`config.mk`:
```
export PLATFORM = sky130hd
export DESIGN_NAME = pipe_ctrl_flat
export DESIGN_NICKNAME = d
export VERILOG_FILES = /design/src/rtl/pipe_ctrl_if.sv /design/src/rtl/pipe_ctrl.sv /design/src/flat_wrapper.sv
export SDC_FILE = /design/constraint.sdc
export NUM_CORES = 1
export LEC_CHECK = 0
export ABC_AREA = 1
export CAP_MARGIN = 20
export CELL_PAD_IN_SITES_DETAIL_PLACEMENT = 1
export CELL_PAD_IN_SITES_GLOBAL_PLACEMENT = 1
export CORE_MARGIN = 1
export CORE_UTILIZATION = 27
export DETAILED_ROUTE_END_ITERATION = 10
export PLACE_DENSITY = 0.75
export SLEW_MARGIN = 20
export SYNTH_ARGS = -nofsm -noshare
export SYNTH_HDL_FRONTEND = slang
export SYNTH_SLANG_ARGS = --single-unit
```
`constraint.sdc`:
```
create_clock -name clk -period 1.85 [get_ports clk]
set_input_delay 0.37 -clock clk [delete_from_list [all_inputs] [get_ports clk]]
set_output_delay 0.37 -clock clk [all_outputs]
set_load 0.005 [all_outputs]
```
`src/rtl/pipe_ctrl_if.sv`:
```
// Stage-to-controller bundle for the pipeline hazard/sequencing controller.
// The slave modport is the controller's view; master is the pipeline's view.
interface pipe_ctrl_if #(
  parameter int XLEN          = 64,
  parameter int REG_ADDRWIDTH = 5
);
  logic [REG_ADDRWIDTH-1:0] id_rs1_idx_i;
  logic [REG_ADDRWIDTH-1:0] id_rs2_idx_i;
  logic                     id_rs1_ren_i;
  logic                     id_rs2_ren_i;
  logic [REG_ADDRWIDTH-1:0] ex_rd_idx_i;
  logic                     ex_rd_wen_i;
  logic                     ex_is_load_i;
  logic                     ifu_busy_i;
  logic                     alu_busy_i;
  logic                     lsu_busy_i;
  logic                     bru_redirect_i;
  logic [XLEN-1:0]          bru_target_i;
  logic                     trap_req_i;
  logic [XLEN-1:0]          trap_vec_i;
  logic                     ebreak_i;
  logic [4:0]               stall_o;
  logic [4:0]               flush_o;
  logic                     redirect_valid_o;
  logic [XLEN-1:0]          redirect_pc_o;
  logic                     halt_o;
  logic [31:0]              stall_cycles_o;

  modport slave (
    input  id_rs1_idx_i, id_rs2_idx_i, id_rs1_ren_i, id_rs2_ren_i,
    input  ex_rd_idx_i, ex_rd_wen_i, ex_is_load_i,
    input  ifu_busy_i, alu_busy_i, lsu_busy_i,
    input  bru_redirect_i, bru_target_i, trap_req_i, trap_vec_i, ebreak_i,
    output stall_o, flush_o, redirect_valid_o, redirect_pc_o, halt_o, stall_cycles_o
  );

  modport master (
    output id_rs1_idx_i, id_rs2_idx_i, id_rs1_ren_i, id_rs2_ren_i,
    output ex_rd_idx_i, ex_rd_wen_i, ex_is_load_i,
    output ifu_busy_i, alu_busy_i, lsu_busy_i,
    output bru_redirect_i, bru_target_i, trap_req_i, trap_vec_i, ebreak_i,
    input  stall_o, flush_o, redirect_valid_o, redirect_pc_o, halt_o, stall_cycles_o
  );
endinterface

```
`src/rtl/pipe_ctrl.sv`:
```
// Hazard and sequencing controller for the five-stage core: per-stage stall/flush,
// PC redirect select, trap drain FSM and a saturating stall-cycle counter.
//
// state   | meaning
// RUN     | normal issue; prioritised hazard resolution
// DRAIN   | trap taken while a memory access is outstanding; wait for LSU idle
// HALT    | ebreak committed; pipeline frozen until reset
module pipe_ctrl #(
  parameter int XLEN = 64
) (
  input logic       clk,
  input logic       rst,
  pipe_ctrl_if.slave bus
);

  typedef enum logic [1:0] {S_RUN, S_DRAIN, S_HALT} state_t;

  state_t          state_q, state_d;
  logic            rst_q;
  logic [XLEN-1:0] trap_vec_q, trap_vec_d;
  logic [31:0]     stall_cnt_q;
  logic [4:0]      stall, flush;
  logic            redir_valid, halt;
  logic [XLEN-1:0] redir_pc;
  logic            load_use;

  // Reset asserts asynchronously but releases on the first clk edge after rst rises.
  always_ff @(posedge clk or negedge rst) begin
    if (!rst) rst_q <= 1'b0;
    else      rst_q <= 1'b1;
  end

  always_ff @(posedge clk or negedge rst) begin
    if (!rst) begin
      state_q     <= S_RUN;
      trap_vec_q  <= '0;
      stall_cnt_q <= '0;
    end else if (rst_q) begin
      state_q    <= state_d;
      trap_vec_q <= trap_vec_d;
      if (stall[0] && state_q != S_HALT && stall_cnt_q != 32'hFFFF_FFFF)
        stall_cnt_q <= stall_cnt_q + 32'd1;
    end
  end

  assign load_use = bus.ex_is_load_i && bus.ex_rd_wen_i && (bus.ex_rd_idx_i != '0) &&
                    ((bus.id_rs1_ren_i && bus.id_rs1_idx_i == bus.ex_rd_idx_i) ||
                     (bus.id_rs2_ren_i && bus.id_rs2_idx_i == bus.ex_rd_idx_i));

  always_comb begin
    state_d     = state_q;
    trap_vec_d  = trap_vec_q;
    stall       = 5'b00000;
    flush       = 5'b00000;
    redir_valid = 1'b0;
    redir_pc    = '0;
    halt        = 1'b0;
    if (rst_q) begin
      unique case (state_q)
        S_RUN: begin
          if (bus.ebreak_i) begin
            stall   = 5'b11111;
            state_d = S_HALT;
          end else if (bus.trap_req_i && !bus.lsu_busy_i) begin
            flush       = 5'b11110;
            redir_valid = 1'b1;
            redir_pc    = bus.trap_vec_i;
          end else if (bus.trap_req_i) begin
            stall      = 5'b01111;
            flush      = 5'b10000;
            trap_vec_d = bus.trap_vec_i;
            state_d    = S_DRAIN;
          end else if (bus.lsu_busy_i) begin
            stall = 5'b01111;
            flush = 5'b10000;
          end else if (bus.alu_busy_i) begin
            stall = 5'b00111;
            flush = 5'b01000;
          end else if (load_use) begin
            stall = 5'b00011;
            flush = 5'b00100;
          end else if (bus.bru_redirect_i) begin
            // Redirect outranks a fetch miss; the IFU drops the miss on redirect.
            flush       = 5'b00110;
            redir_valid = 1'b1;
            redir_pc    = bus.bru_target_i;
          end else if (bus.ifu_busy_i) begin
            stall = 5'b00001;
            flush = 5'b00010;
          end
        end
        S_DRAIN: begin
          if (bus.lsu_busy_i) begin
            stall = 5'b01111;
            flush = 5'b10000;
          end else begin
            flush       = 5'b11110;
            redir_valid = 1'b1;
            redir_pc    = trap_vec_q;
            state_d     = S_RUN;
          end
        end
        S_HALT: begin
          stall = 5'b11111;
          halt  = 1'b1;
        end
        default: state_d = S_RUN;
      endcase
    end
  end

  assign bus.stall_o          = stall;
  assign bus.flush_o          = flush;
  assign bus.redirect_valid_o = redir_valid;
  assign bus.redirect_pc_o    = redir_pc;
  assign bus.halt_o           = halt;
  assign bus.stall_cycles_o   = stall_cnt_q;

endmodule

```
`src/flat_wrapper.sv`:
```
// flat-port wrapper written by rule: the top's interface ports become plain ports
module pipe_ctrl_flat 
#(
  parameter int XLEN = 64
)
  (clk, rst, bus_id_rs1_idx_i, bus_id_rs2_idx_i, bus_id_rs1_ren_i, bus_id_rs2_ren_i, bus_ex_rd_idx_i, bus_ex_rd_wen_i, bus_ex_is_load_i, bus_ifu_busy_i, bus_alu_busy_i, bus_lsu_busy_i, bus_bru_redirect_i, bus_bru_target_i, bus_trap_req_i, bus_trap_vec_i, bus_ebreak_i, bus_stall_o, bus_flush_o, bus_redirect_valid_o, bus_redirect_pc_o, bus_halt_o, bus_stall_cycles_o);
  pipe_ctrl_if #(.XLEN(XLEN), .REG_ADDRWIDTH(5)) bus_i ();
  input logic clk;
  input logic rst;
  input wire logic [$bits(bus_i.id_rs1_idx_i)-1:0] bus_id_rs1_idx_i;
  input wire logic [$bits(bus_i.id_rs2_idx_i)-1:0] bus_id_rs2_idx_i;
  input wire logic [$bits(bus_i.id_rs1_ren_i)-1:0] bus_id_rs1_ren_i;
  input wire logic [$bits(bus_i.id_rs2_ren_i)-1:0] bus_id_rs2_ren_i;
  input wire logic [$bits(bus_i.ex_rd_idx_i)-1:0] bus_ex_rd_idx_i;
  input wire logic [$bits(bus_i.ex_rd_wen_i)-1:0] bus_ex_rd_wen_i;
  input wire logic [$bits(bus_i.ex_is_load_i)-1:0] bus_ex_is_load_i;
  input wire logic [$bits(bus_i.ifu_busy_i)-1:0] bus_ifu_busy_i;
  input wire logic [$bits(bus_i.alu_busy_i)-1:0] bus_alu_busy_i;
  input wire logic [$bits(bus_i.lsu_busy_i)-1:0] bus_lsu_busy_i;
  input wire logic [$bits(bus_i.bru_redirect_i)-1:0] bus_bru_redirect_i;
  input wire logic [$bits(bus_i.bru_target_i)-1:0] bus_bru_target_i;
  input wire logic [$bits(bus_i.trap_req_i)-1:0] bus_trap_req_i;
  input wire logic [$bits(bus_i.trap_vec_i)-1:0] bus_trap_vec_i;
  input wire logic [$bits(bus_i.ebreak_i)-1:0] bus_ebreak_i;
  output wire logic [$bits(bus_i.stall_o)-1:0] bus_stall_o;
  output wire logic [$bits(bus_i.flush_o)-1:0] bus_flush_o;
  output wire logic [$bits(bus_i.redirect_valid_o)-1:0] bus_redirect_valid_o;
  output wire logic [$bits(bus_i.redirect_pc_o)-1:0] bus_redirect_pc_o;
  output wire logic [$bits(bus_i.halt_o)-1:0] bus_halt_o;
  output wire logic [$bits(bus_i.stall_cycles_o)-1:0] bus_stall_cycles_o;
  assign bus_i.id_rs1_idx_i = bus_id_rs1_idx_i;
  assign bus_i.id_rs2_idx_i = bus_id_rs2_idx_i;
  assign bus_i.id_rs1_ren_i = bus_id_rs1_ren_i;
  assign bus_i.id_rs2_ren_i = bus_id_rs2_ren_i;
  assign bus_i.ex_rd_idx_i = bus_ex_rd_idx_i;
  assign bus_i.ex_rd_wen_i = bus_ex_rd_wen_i;
  assign bus_i.ex_is_load_i = bus_ex_is_load_i;
  assign bus_i.ifu_busy_i = bus_ifu_busy_i;
  assign bus_i.alu_busy_i = bus_alu_busy_i;
  assign bus_i.lsu_busy_i = bus_lsu_busy_i;
  assign bus_i.bru_redirect_i = bus_bru_redirect_i;
  assign bus_i.bru_target_i = bus_bru_target_i;
  assign bus_i.trap_req_i = bus_trap_req_i;
  assign bus_i.trap_vec_i = bus_trap_vec_i;
  assign bus_i.ebreak_i = bus_ebreak_i;
  assign bus_stall_o = bus_i.stall_o;
  assign bus_flush_o = bus_i.flush_o;
  assign bus_redirect_valid_o = bus_i.redirect_valid_o;
  assign bus_redirect_pc_o = bus_i.redirect_pc_o;
  assign bus_halt_o = bus_i.halt_o;
  assign bus_stall_cycles_o = bus_i.stall_cycles_o;
  pipe_ctrl #(.XLEN(XLEN)) u_core (.clk(clk), .rst(rst), .bus(bus_i));
endmodule
```
Word level (Yosys, flattened, before mapping)

Cells that the tools add are included.

Flip-flop bits (word level): 99
Bits of input ports: 155
Output and inout bits: 108
Logic and storage cells: 81

$add $sub $neg: 1
Eq/ne operators: 9
Muxes and demuxes: 49
Bitwise operators: 3
Reductions and logical operators: 15

Operators with widths:

| cell                    | number |
|---|---|
| $mux W64                | 9 |
| $pmux W64 S2            | 1 |
| $mux W5                 | 16 |
| $add A32 B1 Y32 const B | 1 |
| $ne A32 B32 Y1 const B  | 1 |
| $pmux W5 S3             | 1 |
| $mux W1                 | 12 |
| $eq A5 B5 Y1            | 2 |
| $mux W2                 | 5 |
| $pmux W5 S2             | 1 |
| $reduce_and A5 Y1       | 2 |
| $logic_and A1 B1 Y1     | 8 |
| $mux W4                 | 2 |
| $ne A3 B3 Y1 const B    | 2 |
| $pmux W2 S3             | 1 |
| $reduce_bool A5 Y1      | 1 |
| $ne A2 B2 Y1 const B    | 2 |
| $not A1 Y1              | 3 |
| $eq A2 B1 Y1 const B    | 1 |
| $eq A2 B2 Y1 const B    | 1 |
| $logic_not A2 Y1        | 1 |
| $pmux W1 S2             | 1 |
| $reduce_and A2 Y1       | 1 |
| $logic_not A1 Y1        | 1 |
| $logic_or A1 B1 Y1      | 1 |

Logic depth before layout (Yosys ltp)

Gate-level depths: netlist of the first run.

Word-level depth: 15
Gate-level depth with buffers: 16
Mapped depth without buffers: 15

Worst setup path after synthesis of the first run

No wires, ideal clock.

Path type: input to output
From: input bus_lsu_busy_i
To: output bus_redirect_pc_o[56]
Arrival time: 1528 ps
Required time: 1480 ps
Path slack: -48 ps
Cell stages on the path: 6
Buffers on the path: 3
Cell sequence: clkbuf_1 > nor2_1 > clkbuf_1 > clkbuf_1 > nand2_1 > a21oi_1

Cells in the longest elaborated chain, start to end: 6

Ends and longest elaborated chain:

| what                                            | line                             | RTL |
|---|---|---|
| start: declaration                              | flat_wrapper.sv:19               | `input wire logic [$bits(bus_i.lsu_busy_i)-1:0] bus_lsu_busy_i;` |
| $mux W64 or $logic_not A1 Y1 (tied branches)    | pipe_ctrl.sv:73, pipe_ctrl.sv:64 |  |
| $mux W64 or $logic_and A1 B1 Y1 (tied branches) | pipe_ctrl.sv:68, pipe_ctrl.sv:64 |  |
| $mux W64                                        | pipe_ctrl.sv:64                  | `end else if (bus.trap_req_i && !bus.lsu_busy_i) begin` |
| $mux W64                                        | pipe_ctrl.sv:61                  | `if (bus.ebreak_i) begin` |
| $pmux W64 S2 *                                  | pipe_ctrl.sv:59                  | `unique case (state_q)` |
| $mux W64 *                                      | pipe_ctrl.sv:58                  | `if (rst_q) begin` |
| end: declaration                                | flat_wrapper.sv:28               | `output wire logic [$bits(bus_i.redirect_pc_o)-1:0] bus_redirect_pc_o;` |

Mark *: on every way between the ends. The rest lies on a longest branch, timed or not.

Worst setup path in the final report of the first run

From: register u_core.state_q[1]
To: output bus_redirect_pc_o[35]

Cells in the longest elaborated chain, start to end: 3

Ends and longest elaborated chain:

| what                                             | line            | RTL |
|---|---|---|
| start: declaration                               | pipe_ctrl.sv:18 | `state_t state_q, state_d;` |
| start signal: assignment                         | pipe_ctrl.sv:39 | `state_q <= state_d;` |
| $eq A2 B1 Y1 or $logic_not A2 Y1 (tied branches) | pipe_ctrl.sv:59 |  |
| $pmux W64 S2 *                                   | pipe_ctrl.sv:59 |  |
| $mux W64 *                                       | pipe_ctrl.sv:58 |  |

Marked as above.

==> results of run 1 <==
==> cells by family (layout without fill, tap and decap cells) <==
logic type | Yosys count | after routing | share of synthesized area [%]
AOI/OAI and AO/OA | 146 | 146 | 10.6
and+or+nand+nor | 720 | 720 | 42.5
DFF | 99 | 99 | 35.4
other | 2 | 5 | 0.107
buffers and inverters | 124 | 550 | 7.39
xor gates and xnor gates | 30 | 30 | 3.76
adders and majority gates | 1 | 1 | 0.179
==> cells in the mapped netlist, drive strengths merged <==
library cell / n / area [um^2]
nor2: 51 / 201
nor3: 15 / 80.1
a21oi: 71 / 355
a211oi: 1 / 7.51
inv: 45 / 169
buf: 27 / 153
nand2: 528 / 1990
xnor2: 6 / 52.6
nand4: 42 / 263
dfrtp: 99 / 2480
clkbuf: 52 / 195
nand3: 77 / 400
a31oi: 2 / 12.5
conb: 2 / 7.51
o31ai: 1 / 12.5
o21ai: 71 / 355
xor2: 24 / 210
nor4: 7 / 43.8
ha: 1 / 12.5
==> area by class of cell <==
type,count,area share (%)
Multi-Input combinational cell,899,38.6
Timing Repair Buffer,489,36.5
Inverter,45,1.42
Clock buffer,11,1.78
Tap cell,330,3.03
Antenna cell,3,0.0551
Sequential cell,99,18.2
Clock inverter,5,0.450
==> stage by stage <==
stage | hold slack, ns | setup TNS, ns | utilization, %
global route | 0.107 | -70.38 | 53.8
global placement | 0.461 | -112.97 | 43.7
floorplan | 0.0744 | -0.230 | -
finish | 0.0113 | -61.73 | 53.8
CTS | 0.0966 | -41.44 | 49.8
detailed placement | 0.466 | -118.61 | 43.7
==> worst max-delay path, stage by stage, from the launching register on <==
cell	delay (ns)
sky130_fd_sc_hd__dfrtp_1	0.43
sky130_fd_sc_hd__buf_6	0.14
sky130_fd_sc_hd__nor2_4	0.10
sky130_fd_sc_hd__inv_2	0.07
sky130_fd_sc_hd__nor2_4	0.13
sky130_fd_sc_hd__buf_12	0.17
sky130_fd_sc_hd__buf_8	0.17
sky130_fd_sc_hd__buf_12	0.11
sky130_fd_sc_hd__nand2_4	0.04
sky130_fd_sc_hd__a21oi_2	0.17
sky130_fd_sc_hd__buf_2	0.13
==> what timing repair did <==
item | 4_1_cts | 5_1_grt
buffers inserted | 43 | 22
setup endpoints to repair | 107 | 172
cloned | 17 | 13
resized for setup | 656 | 257
pin swaps | 93 | 75
==> layer usage <==
layer | vias up | routed length, um | GRT usage, %
li1 | 4476 | - | -
met1 | 4935 | 16200 | 32.0
met2 | 432 | 21700 | 51.6
met3 | 138 | 2660 | 4.43
met4 | 0 | 2000 | 13.5
met5 | - | 0 | 0
==> flip-flops by register name, summed over array words and instances (netlist names) <==
| name | cells |
|---|---|
| u_core.bus.stall_cycles_o | 32 |
| u_core.rst_q | 1 |
| u_core.state_q | 2 |
| u_core.trap_vec_q | 64 |
==> worst paths after layout <==
kind / start / to
max in group asynchronous: rst / u_core.state_q[0]$_DFFE_PN0P_
setup reg to reg: u_core.state_q[1]$_DFFE_PN0P_ / u_core.trap_vec_q[30]$_DFFE_PN0P_
hold reg to reg: u_core.trap_vec_q[24]$_DFFE_PN0P_ / u_core.trap_vec_q[24]$_DFFE_PN0P_
setup / recovery: u_core.state_q[1]$_DFFE_PN0P_ / bus_redirect_pc_o[35]
min in group clk: u_core.trap_vec_q[24]$_DFFE_PN0P_ / u_core.trap_vec_q[24]$_DFFE_PN0P_
hold / removal: rst / u_core.trap_vec_q[51]$_DFFE_PN0P_
==> where the power goes <==
group          leakage, nW  internal, mW  total (mW)  switching (mW)
clock network        0.138          1.09        2.06           0.970
logic                 5.04          3.10        6.50            3.40
registers             1.29          2.94        3.74           0.795
==> results.md, run 1 <==
* Iteration count of the initial detailed-routing pass at 5
* Routed Antenna Nets at 0
* Setup clock skew after layout at between 0.01 and 0.015 ns
* TritonCTS clock tree: yes
* Pin count of the biggest net entering global routing at 100
* R2R setup slack at -0.37 ns
* Chip width at about 160 um
* Clk root buf: sky130_fd_sc_hd__clkbuf_16
* Timing-limited maximum frequency at around 0.41 GHz
* Worst-margin pin slew at 0.635 ns
* Setup violators final at 172
* IR Drop Worst-Case VDD at 0.439 mV
* Highest-count cells in the layout ignoring fill and taps: 353 x sky130_fd_sc_hd__nand2_1, 161 x sky130_fd_sc_hd__clkdlybuf4s50_1, 137 x sky130_fd_sc_hd__buf_4
* Clock slew at reported path FFs at 0.08 ns
* Final Slew Violations at 0
* Wire length per cell after detailed routing at 22.7 um
* Initial Util at ~28%
* Weighted congestion reported at the end of routability-driven placement at 0.878
* IO Pins at 263
* Reported leakage power at 6.47 nW
* Level count of the clock H-tree at 3
* Net count after synthesis at 1,278
* Post-detailed-routing wire length at approximately 43 mm
* Status: finished, violations left
* Worst Path Required at about 1.5 ns
* R2r worst-path depth at 14
* Arrival time at the worst endpoint at 2.06 ns
* Failing checks: negative setup slack
* Final Cycle Share at 131%
* Post-cts hold buffer count at 0
* Clock tree sinks at slightly below 100
* Design area at roughly 14,000 um^2
* DRC violations left at 0
* Most frequent standard cell in the layout excluding fill and tap cells: sky130_fd_sc_hd__nand2_1
* Half-perimeter wire length of the detailed placement result at about 23 mm
* Total number of yosys warnings at 0
* Area occupied by multi-input gates at 5250 um^2
* Number of buffers inserted during clock tree synthesis at 9
* Post-synthesis instance total at 1,122
* Die area at 26,600 um^2
* Placed Instance Area at 11,100 um^2
* DR vias/cell at 5.31
* Max clock buf depth at 2
* Number of storage elements in the synthesis netlist at 99
* Vertical die dimension at 163 um
* Power density normalized to cell area at between 900 and 1000 nW/um^2
* Fillers at about 3,000
* Post-layout min period at 2.43 ns
* Overall Global Routing Usage at 28.3%
* Classification of the worst-slack hold path: in2async
* Non-Filler Instances at 1,881
* Area of the mapped netlist at 7000 um^2
* Relative area change from synthesis to final layout at 94.8%
* GR Overflow Total at 0
* Vias in the first global route at 10,296
* # rows at 58
* Insertion delay to the later sink of the worst-skew pair at 0.37 ns
* Avg Inst Size Synth at 6.23 um^2
* Share of final-layout standard cells stronger than drive strength 1 at 41.6%
* Cell count after placement at 1,784
* Seq/Total Area, Yosys at a little over a third
* Sequential cell area in the final layout at 2480 um^2
* IO buf count at about 260
* Iteration-0 DRC count of the detailed router at about 600
* Critical Path Sink Type: output pin
* Critical path start-end classification: reg2out
* Post-route setup slack at -0.576 ns
* Global-route wire length before repair at 57.8 mm
* Max FO, Critical Path at 8
* Post-place setup slack at -1.15 ns
* Relative slew margins at 57.6%
* Total power draw at 12.3 mW
* Antenna violations before repair at 3
* Final number of hold-violating endpoints at 0
* Startpoint types: flop
* Max-capacitance violation count at 0
* Vias at 9,981
* Unique masters post-synth at 28
* Core Area at 25,300 um^2
* Net total in the final layout at approximately 1,700
* Setup repair after global routing missed its margin: true
No activity file was read; power rests on OpenSTA's default activity.
==> inputs of run 2 (changes only) <==
--- a/config.mk
+++ b/config.mk
@@ -12,7 +12,7 @@
 export CORE_MARGIN = 1
 export CORE_UTILIZATION = 27
 export DETAILED_ROUTE_END_ITERATION = 10
-export PLACE_DENSITY = 0.75
+export PLACE_DENSITY_LB_ADDON = 0.1
 export SLEW_MARGIN = 20
 export SYNTH_ARGS = -nofsm -noshare
 export SYNTH_HDL_FRONTEND = slang
==> results.md, run 2 (synthesized netlist as in run 1, its figures left out) <==
* Clock slew at reported path FFs at 0.07 ns (about the same)
* Wire length per cell after detailed routing at 21.1 um (-6.9%)
* Insertion delay to the later sink of the worst-skew pair at 0.36 ns (about the same)
* Startpoint types: flop
* DR vias/cell at 5.12 (-3.6%)
* Weighted congestion reported at the end of routability-driven placement at 0.837 (-4.6%)
* Register with the most flip-flops: u_core.trap_vec_q
* Chip width at 163 um (unchanged)
* Post-detailed-routing wire length at 39.5 mm (-7.3%)
* IO buf count at 261 (unchanged)
* Final Slew Violations at 0 (unchanged)
* Post-layout min period at 2.41 ns (-0.0136 ns)
* Setup clock skew after layout at 0.0120 ns (+0.000850 ns)
* Die area at 26,600 um^2 (unchanged)
* Final number of hold-violating endpoints at 0 (unchanged)
* Core Area at 25,300 um^2 (unchanged)
* Largest register FFs at 64 (unchanged)
* Share of power burned in the clock network at 15.4% (-1.4 points)
* Iteration-0 DRC count of the detailed router at 475 (-23%)
* Post-Route Utilization at 53.9% (+0.11 points)
* Antenna violations before repair at 1 (-2)
* Pin count of the biggest net entering global routing at 55 (-45%)
* Half-perimeter wire length of the detailed placement result at 22.4 mm (-1.6%)
* Vias at 9,588 (-3.9%)
* IO Pins at 263 (unchanged)
* Non-Filler Instances at 1,874 (-0.37%)
* Setup violators final at 169 (-1.7%)
* Met1 usage in global routing at 35.1% (+3.1 points)
* Timing-limited maximum frequency at 0.415 GHz (+0.57%)
* Overall Global Routing Usage at 26.3% (-2.0 points)
* Max FO, Critical Path at 5 (-3)
* Classification of the worst-slack hold path: in2async
* Status: finished, violations left
* R2R setup slack at -0.21 ns (+0.16 ns)
* Failing checks: negative setup slack
* Met2 usage at 43.4% (-8.1 points)
* Power density normalized to cell area at 889 nW/um^2 (-1.6%)
* Clock tree sinks at 99 (unchanged)
* Vertical die dimension at 163 um (unchanged)
* Max clock buf depth at 2 (unchanged)
* Arrival time at the worst endpoint at 2.04 ns (-0.02 ns)
* Reported leakage power at 6.42 nW (-0.78%)
* Vias in the first global route at 9,486 (-7.9%)
* Reported net switching power at 5.04 mW (-2.4%)
* DRC violations left at 0 (unchanged)
* Internal cell power at 7.09 mW (-0.69%)
* Share of final-layout standard cells stronger than drive strength 1 at 42.5% (+0.91 points)
* Critical register-to-register path endpoint: u_core.trap_vec_q[42]$_DFFE_PN0P_
* Max-capacitance violation count at 0 (unchanged)
* Post-route setup slack at -0.562 ns (+0.0136 ns)
* GR Overflow Total at 0 (unchanged)
* Hold WS at 0.415 ns (+0.404 ns)
* Number of buffers inserted during clock tree synthesis at 9 (unchanged)
* Worst Path Required at 1.48 ns (about the same)
* Routed Antenna Nets at 0 (unchanged)
* Final Cycle Share at 130% (-0.74 points)
* Highest-count cells in the layout ignoring fill and taps: 338 x sky130_fd_sc_hd__nand2_1, 161 x sky130_fd_sc_hd__clkdlybuf4s50_1, 128 x sky130_fd_sc_hd__buf_4
* Cell count after placement at 1,771 (-0.73%)
* Fillers at 3,077 (+0.56%)
* Setup total negative slack at -42.61 ns (+19.12 ns)
* Iteration count of the initial detailed-routing pass at 5 (unchanged)
* Fraction of power spent switching nets at 41.5% (-0.41 points)
* # rows at 58 (unchanged)
* Relative area change from synthesis to final layout at 95.2%
* Most frequent standard cell in the layout excluding fill and tap cells: sky130_fd_sc_hd__nand2_1
* Initial Util at 27.6% (unchanged)
* Sequential fraction of design power at 31.3% (+0.9 points)
* Combinational group share of total power at 53.3% (+0.5 points)
* Clk root buf: sky130_fd_sc_hd__clkbuf_16
* IR Drop Worst-Case VDD at 0.493 mV (+12%)
* R2r worst-path depth at 13 (-1)
* Level count of the clock H-tree at 3 (unchanged)
* Critical Path Sink Type: output pin
* Layer with the highest usage: met2
* Net total in the final layout at 1,694 (-0.29%)
* Critical path start-end classification: reg2out
* Global-route wire length before repair at 54.1 mm (-6.5%)
* TritonCTS clock tree: yes
* Worst R2R Start: u_core.state_q[0]$_DFFE_PN0P_
* Setup repair after global routing missed its margin: true
* Global Route met3 Usage at 3.44% (-0.99 points)
[run 2: layout make-up]
type / count / area [um^2] / share of cell area (%)
well taps: 330 / 413 / 3.02
diodes: 1 / 2.50 / 0.0183
clock buffers: 9 / 225 / 1.65
clock inverters: 7 / 51.3 / 0.376
inverters: 45 / 184 / 1.35
flip-flops and latches: 99 / 2480 / 18.2
repair buffers: 484 / 4930 / 36.1
multi-input cells: 899 / 5370 / 39.3
[run 2: stage by stage]
| stage | total power, mW | worst slack, ns | area [um^2] |
|---|---|---|---|
| 2_1_floorplan | 5.23 | -0.00461 | 7010 |
| 3_3_place_gp | 7.20 | -1.24 | 11000 |
| 3_5_place_dp | 7.32 | -1.24 | 11000 |
| 4_1_cts | 10.1 | -0.679 | 11900 |
| 5_1_grt | 12.7 | -0.632 | 13700 |
| 6_report | 12.1 | -0.562 | 13700 |
[run 2: timing repair]
| item | CTS | global route |
|---|---|---|
| hold endpoints to repair | 11 | 0 |
| endpoints found under the setup margin | 109 | 172 |
| hold buffers | 1 | 0 |
| setup buffers | 35 | 23 |
| pin swaps | 39 | 120 |
| gates cloned | 12 | 19 |
| resized for setup | 454 | 431 |
[run 2: worst max-delay path by stage]
stage                                   from                     to  slack [ns]  cells after the start
2_1_floorplan                 bus_lsu_busy_i  bus_redirect_pc_o[13]      -0.005                      8
3_3_place_gp              bus_ex_rd_idx_i[1]   bus_redirect_pc_o[0]       -1.24                     13
3_5_place_dp              bus_ex_rd_idx_i[0]   bus_redirect_pc_o[0]       -1.24                     13
4_1_cts        u_core.state_q[0]$_DFFE_PN0P_  bus_redirect_pc_o[11]       -0.68                      8
5_1_grt        u_core.state_q[0]$_DFFE_PN0P_  bus_redirect_pc_o[32]       -0.63                     10
6_report       u_core.state_q[0]$_DFFE_PN0P_  bus_redirect_pc_o[50]       -0.56                     10
[run 2: per-layer routing]
layer,up-vias,routed length (um)
li1,4461,-
met3,68,1790
met4,0,1260
met2,315,19200
met5,-,0
met1,4744,17300
[run 2: power groups by stage]
stage          Clock (mW)  Combinational, mW  Sequential (mW)
4_1_cts              1.91               4.75             3.40
3_3_place_gp            0               3.81             3.39
6_report             1.87               6.46             3.80
2_1_floorplan           0               1.91             3.33
5_1_grt              1.99               6.88             3.87
3_5_place_dp            0               3.88             3.43
[run 2: worst max-delay path, cell delays in order, from the launching register on]
cell and delay [ns]:
sky130_fd_sc_hd__dfrtp_2 0.46, sky130_fd_sc_hd__nor2_4 0.13, sky130_fd_sc_hd__inv_2 0.06, sky130_fd_sc_hd__nor2_4 0.13, sky130_fd_sc_hd__buf_12 0.13, sky130_fd_sc_hd__buf_8 0.12, sky130_fd_sc_hd__buf_8 0.13, sky130_fd_sc_hd__buf_16 0.15
sky130_fd_sc_hd__nand2_4 0.06, sky130_fd_sc_hd__a21oi_2 0.18, sky130_fd_sc_hd__buf_2 0.14
==> inputs of run 3 (changes only) <==
--- a/config.mk
+++ b/config.mk
@@ -12,7 +12,8 @@
 export CORE_MARGIN = 1
 export CORE_UTILIZATION = 27
 export DETAILED_ROUTE_END_ITERATION = 10
-export PLACE_DENSITY_LB_ADDON = 0.1
+export PLACE_DENSITY = 0.74
+export SETUP_SLACK_MARGIN = 0.02
 export SLEW_MARGIN = 20
 export SYNTH_ARGS = -nofsm -noshare
 export SYNTH_HDL_FRONTEND = slang
==> results.md, run 3 (synthesized netlist as in run 1, its figures left out) <==
* DR vias/cell at 5.15 (+0.68%)
* Half-perimeter wire length of the detailed placement result at 24.3 mm (+8.5%)
* Iteration-0 DRC count of the detailed router at 570 (+20%)
* Max-capacitance violation count at 0 (unchanged)
* Final Cycle Share at 127% (-3.8 points)
* TritonCTS clock tree: yes
* Chip width at 163 um (unchanged)
* Routed Antenna Nets at 0 (unchanged)
* Insertion delay to the later sink of the worst-skew pair at 0.36 ns (about the same)
* Setup clock skew after layout at 0.0116 ns (-0.000435 ns)
* Setup violators final at 105 (-38%)
* Worst-margin pin slew at a little under 0.6 ns
* Critical path start-end classification: in2out
* Hold WS at 0.00679 ns (-0.409 ns)
* Clk root buf: sky130_fd_sc_hd__clkbuf_16
* Max FO, Critical Path at 5 (unchanged)
* DRC violations left at 0 (unchanged)
* IR Drop Worst-Case VDD at 0.483 mV (-2.0%)
* Arrival time at the worst endpoint at 1.97 ns (-0.07 ns)
* Worst Path Required at 1.48 ns (about the same)
* List of cells traversed by the critical path: buf_6 > inv_4 > nand2_1 > nand2_1 > nor2_1 > nand3_1 > nand2_2 > nand2_4 > nand2_8 > buf_4 > buf_8 > buf_8 > o21ai_4 > nand2_1 > a21oi_1 > buf_2
* Antenna violations before repair at 6 (+5)
* IO buf count at 261 (unchanged)
* Status: finished, violations left
* Pin count of the biggest net entering global routing at 37 (-33%)
* Placed Instance Area at 11,300 um^2 (+2.4%)
* Total power draw at 11.4 mW (-5.9%)
* CP delay by family, top: buffers and inverters
* Die area at 26,600 um^2 (unchanged)
* Register with the most flip-flops: u_core.trap_vec_q
* Max clock buf depth at 2 (unchanged)
* Post-route setup slack at -0.492 ns (+0.0706 ns)
* Wire length per cell after detailed routing at 20.6 um (-2.6%)
* Setup repair after global routing missed its margin: true
* Vias in the first global route at 9,815 (+3.5%)
* Post-detailed-routing wire length at 38.7 mm (-2.1%)
* Vertical die dimension at 163 um (unchanged)
* Highest-count cells in the layout ignoring fill and taps: 453 x sky130_fd_sc_hd__nand2_1, 161 x sky130_fd_sc_hd__clkdlybuf4s50_1, 147 x sky130_fd_sc_hd__buf_4
* Net total in the final layout at 1,701 (+0.41%)
* Core Area at 25,300 um^2 (unchanged)
* Area occupied by multi-input gates at 4820 um^2 (-10%)
* Fillers at 3,115 (+1.2%)
* Power density normalized to cell area at 876 nW/um^2 (-1.4%)
* Most frequent standard cell in the layout excluding fill and tap cells: sky130_fd_sc_hd__nand2_1
* Iteration count of the initial detailed-routing pass at 5 (unchanged)
* IO Pins at 263 (unchanged)
* GR Overflow Total at 0 (unchanged)
* Post-layout min period at 2.34 ns (-0.0706 ns)
* Post-cts hold buffer count at 0 (-1)
* Post-place setup slack at -1.33 ns (-0.0838 ns)
* Largest register FFs at 64 (unchanged)
* Overall Global Routing Usage at 26.6% (+0.31 points)
* Clock tree sinks at 99 (unchanged)
* Cell count after placement at 1,792 (+1.2%)
* Reported leakage power at 6.20 nW (-3.4%)
* Post-Route Utilization at 51.4% (-2.5 points)
* Relative area change from synthesis to final layout at 86.2%
* Sequential cell area in the final layout at 2480 um^2 (about the same)
* Relative slew margins at about three fifths
* Timing-limited maximum frequency at 0.427 GHz (+3.0%)
* Startpoint types: input port
* Initial Util at 27.6% (unchanged)
* Cell occurring most often along the worst timing path: sky130_fd_sc_hd__nand2_1
* Highest cell delay on the worst timing path at 0.16 ns (-0.30 ns)
* Failing checks: negative setup slack
* Share of final-layout standard cells stronger than drive strength 1 at 35.7% (-6.8 points)
* Vias at 9,705 (+1.2%)
* Design area at 13,000 um^2 (-4.6%)
* # rows at 58 (unchanged)
* Critical Path Sink Type: output pin
* Classification of the worst-slack hold path: in2async
* Final Slew Violations at 0 (unchanged)
* Final number of hold-violating endpoints at 0 (unchanged)
* Critical path buffers and inverters at 6 (unchanged)
* Weighted congestion reported at the end of routability-driven placement at 0.899 (+7.3%)
* CP max stage cell: sky130_fd_sc_hd__buf_4
* Global-route wire length before repair at 55.0 mm (+1.7%)
* Number of buffers inserted during clock tree synthesis at 9 (unchanged)
* Level count of the clock H-tree at 3 (unchanged)
* Setup total negative slack at -33.99 ns (+8.62 ns)
* Clock slew at reported path FFs at 0.08 ns (about the same)
* Non-Filler Instances at 1,884 (+0.53%)
-- run 3: layer usage --
metal  wire, um  track usage, %  share of wire, %  vias up
li1           -               -                 -     4477
met1      15000            31.2                39     4750
met2      19400            47.2                50      369
met3       2560            4.89               6.6      105
met4       1720            11.4               4.4        4
met5         28               0             0.072        -
-- run 3: path summary, 6_finish.rpt --
check	to	slack, ns	cells after the start	from
worst max-delay path	bus_redirect_pc_o[29]	-0.49	16	bus_ex_rd_idx_i[2]
worst min-delay path	u_core.trap_vec_q[46]$_DFFE_PN0P_	0.007	1	rst
worst max register to register	u_core.bus.stall_cycles_o[27]$_DFFE_PN0P_	-0.10	13	u_core.state_q[1]$_DFFE_PN0P_
worst min register to register	u_core.trap_vec_q[17]$_DFFE_PN0P_	0.49	2	u_core.trap_vec_q[17]$_DFFE_PN0P_
max in group asynchronous	u_core.bus.stall_cycles_o[20]$_DFFE_PN0P_	1.23	2	rst
min in group clk	u_core.trap_vec_q[17]$_DFFE_PN0P_	0.49	2	u_core.trap_vec_q[17]$_DFFE_PN0P_
-- run 3: power by group --
group | internal [mW] | switching (mW)
clock | 1.10 | 0.943
combinational | 2.85 | 2.96
sequential | 2.95 | 0.617
total | 6.89 | 4.52
-- run 3: cell type report --
type	instances	area share (%)
inverter	45	1.45
sequential	99	19.1
clock buffer	11	1.86
clock inverter	5	0.480
timing repair buffer	491	36.9
tap	330	3.17
antenna	4	0.0769
multi-input combinational	899	37.0
-- run 3: what timing repair did --
item / CTS / global route
endpoints found under the setup margin: 109 / 107
resized for setup: 488 / 249
cloned: 7 / 6
setup buffers: 36 / 33
pin swaps: 45 / 68
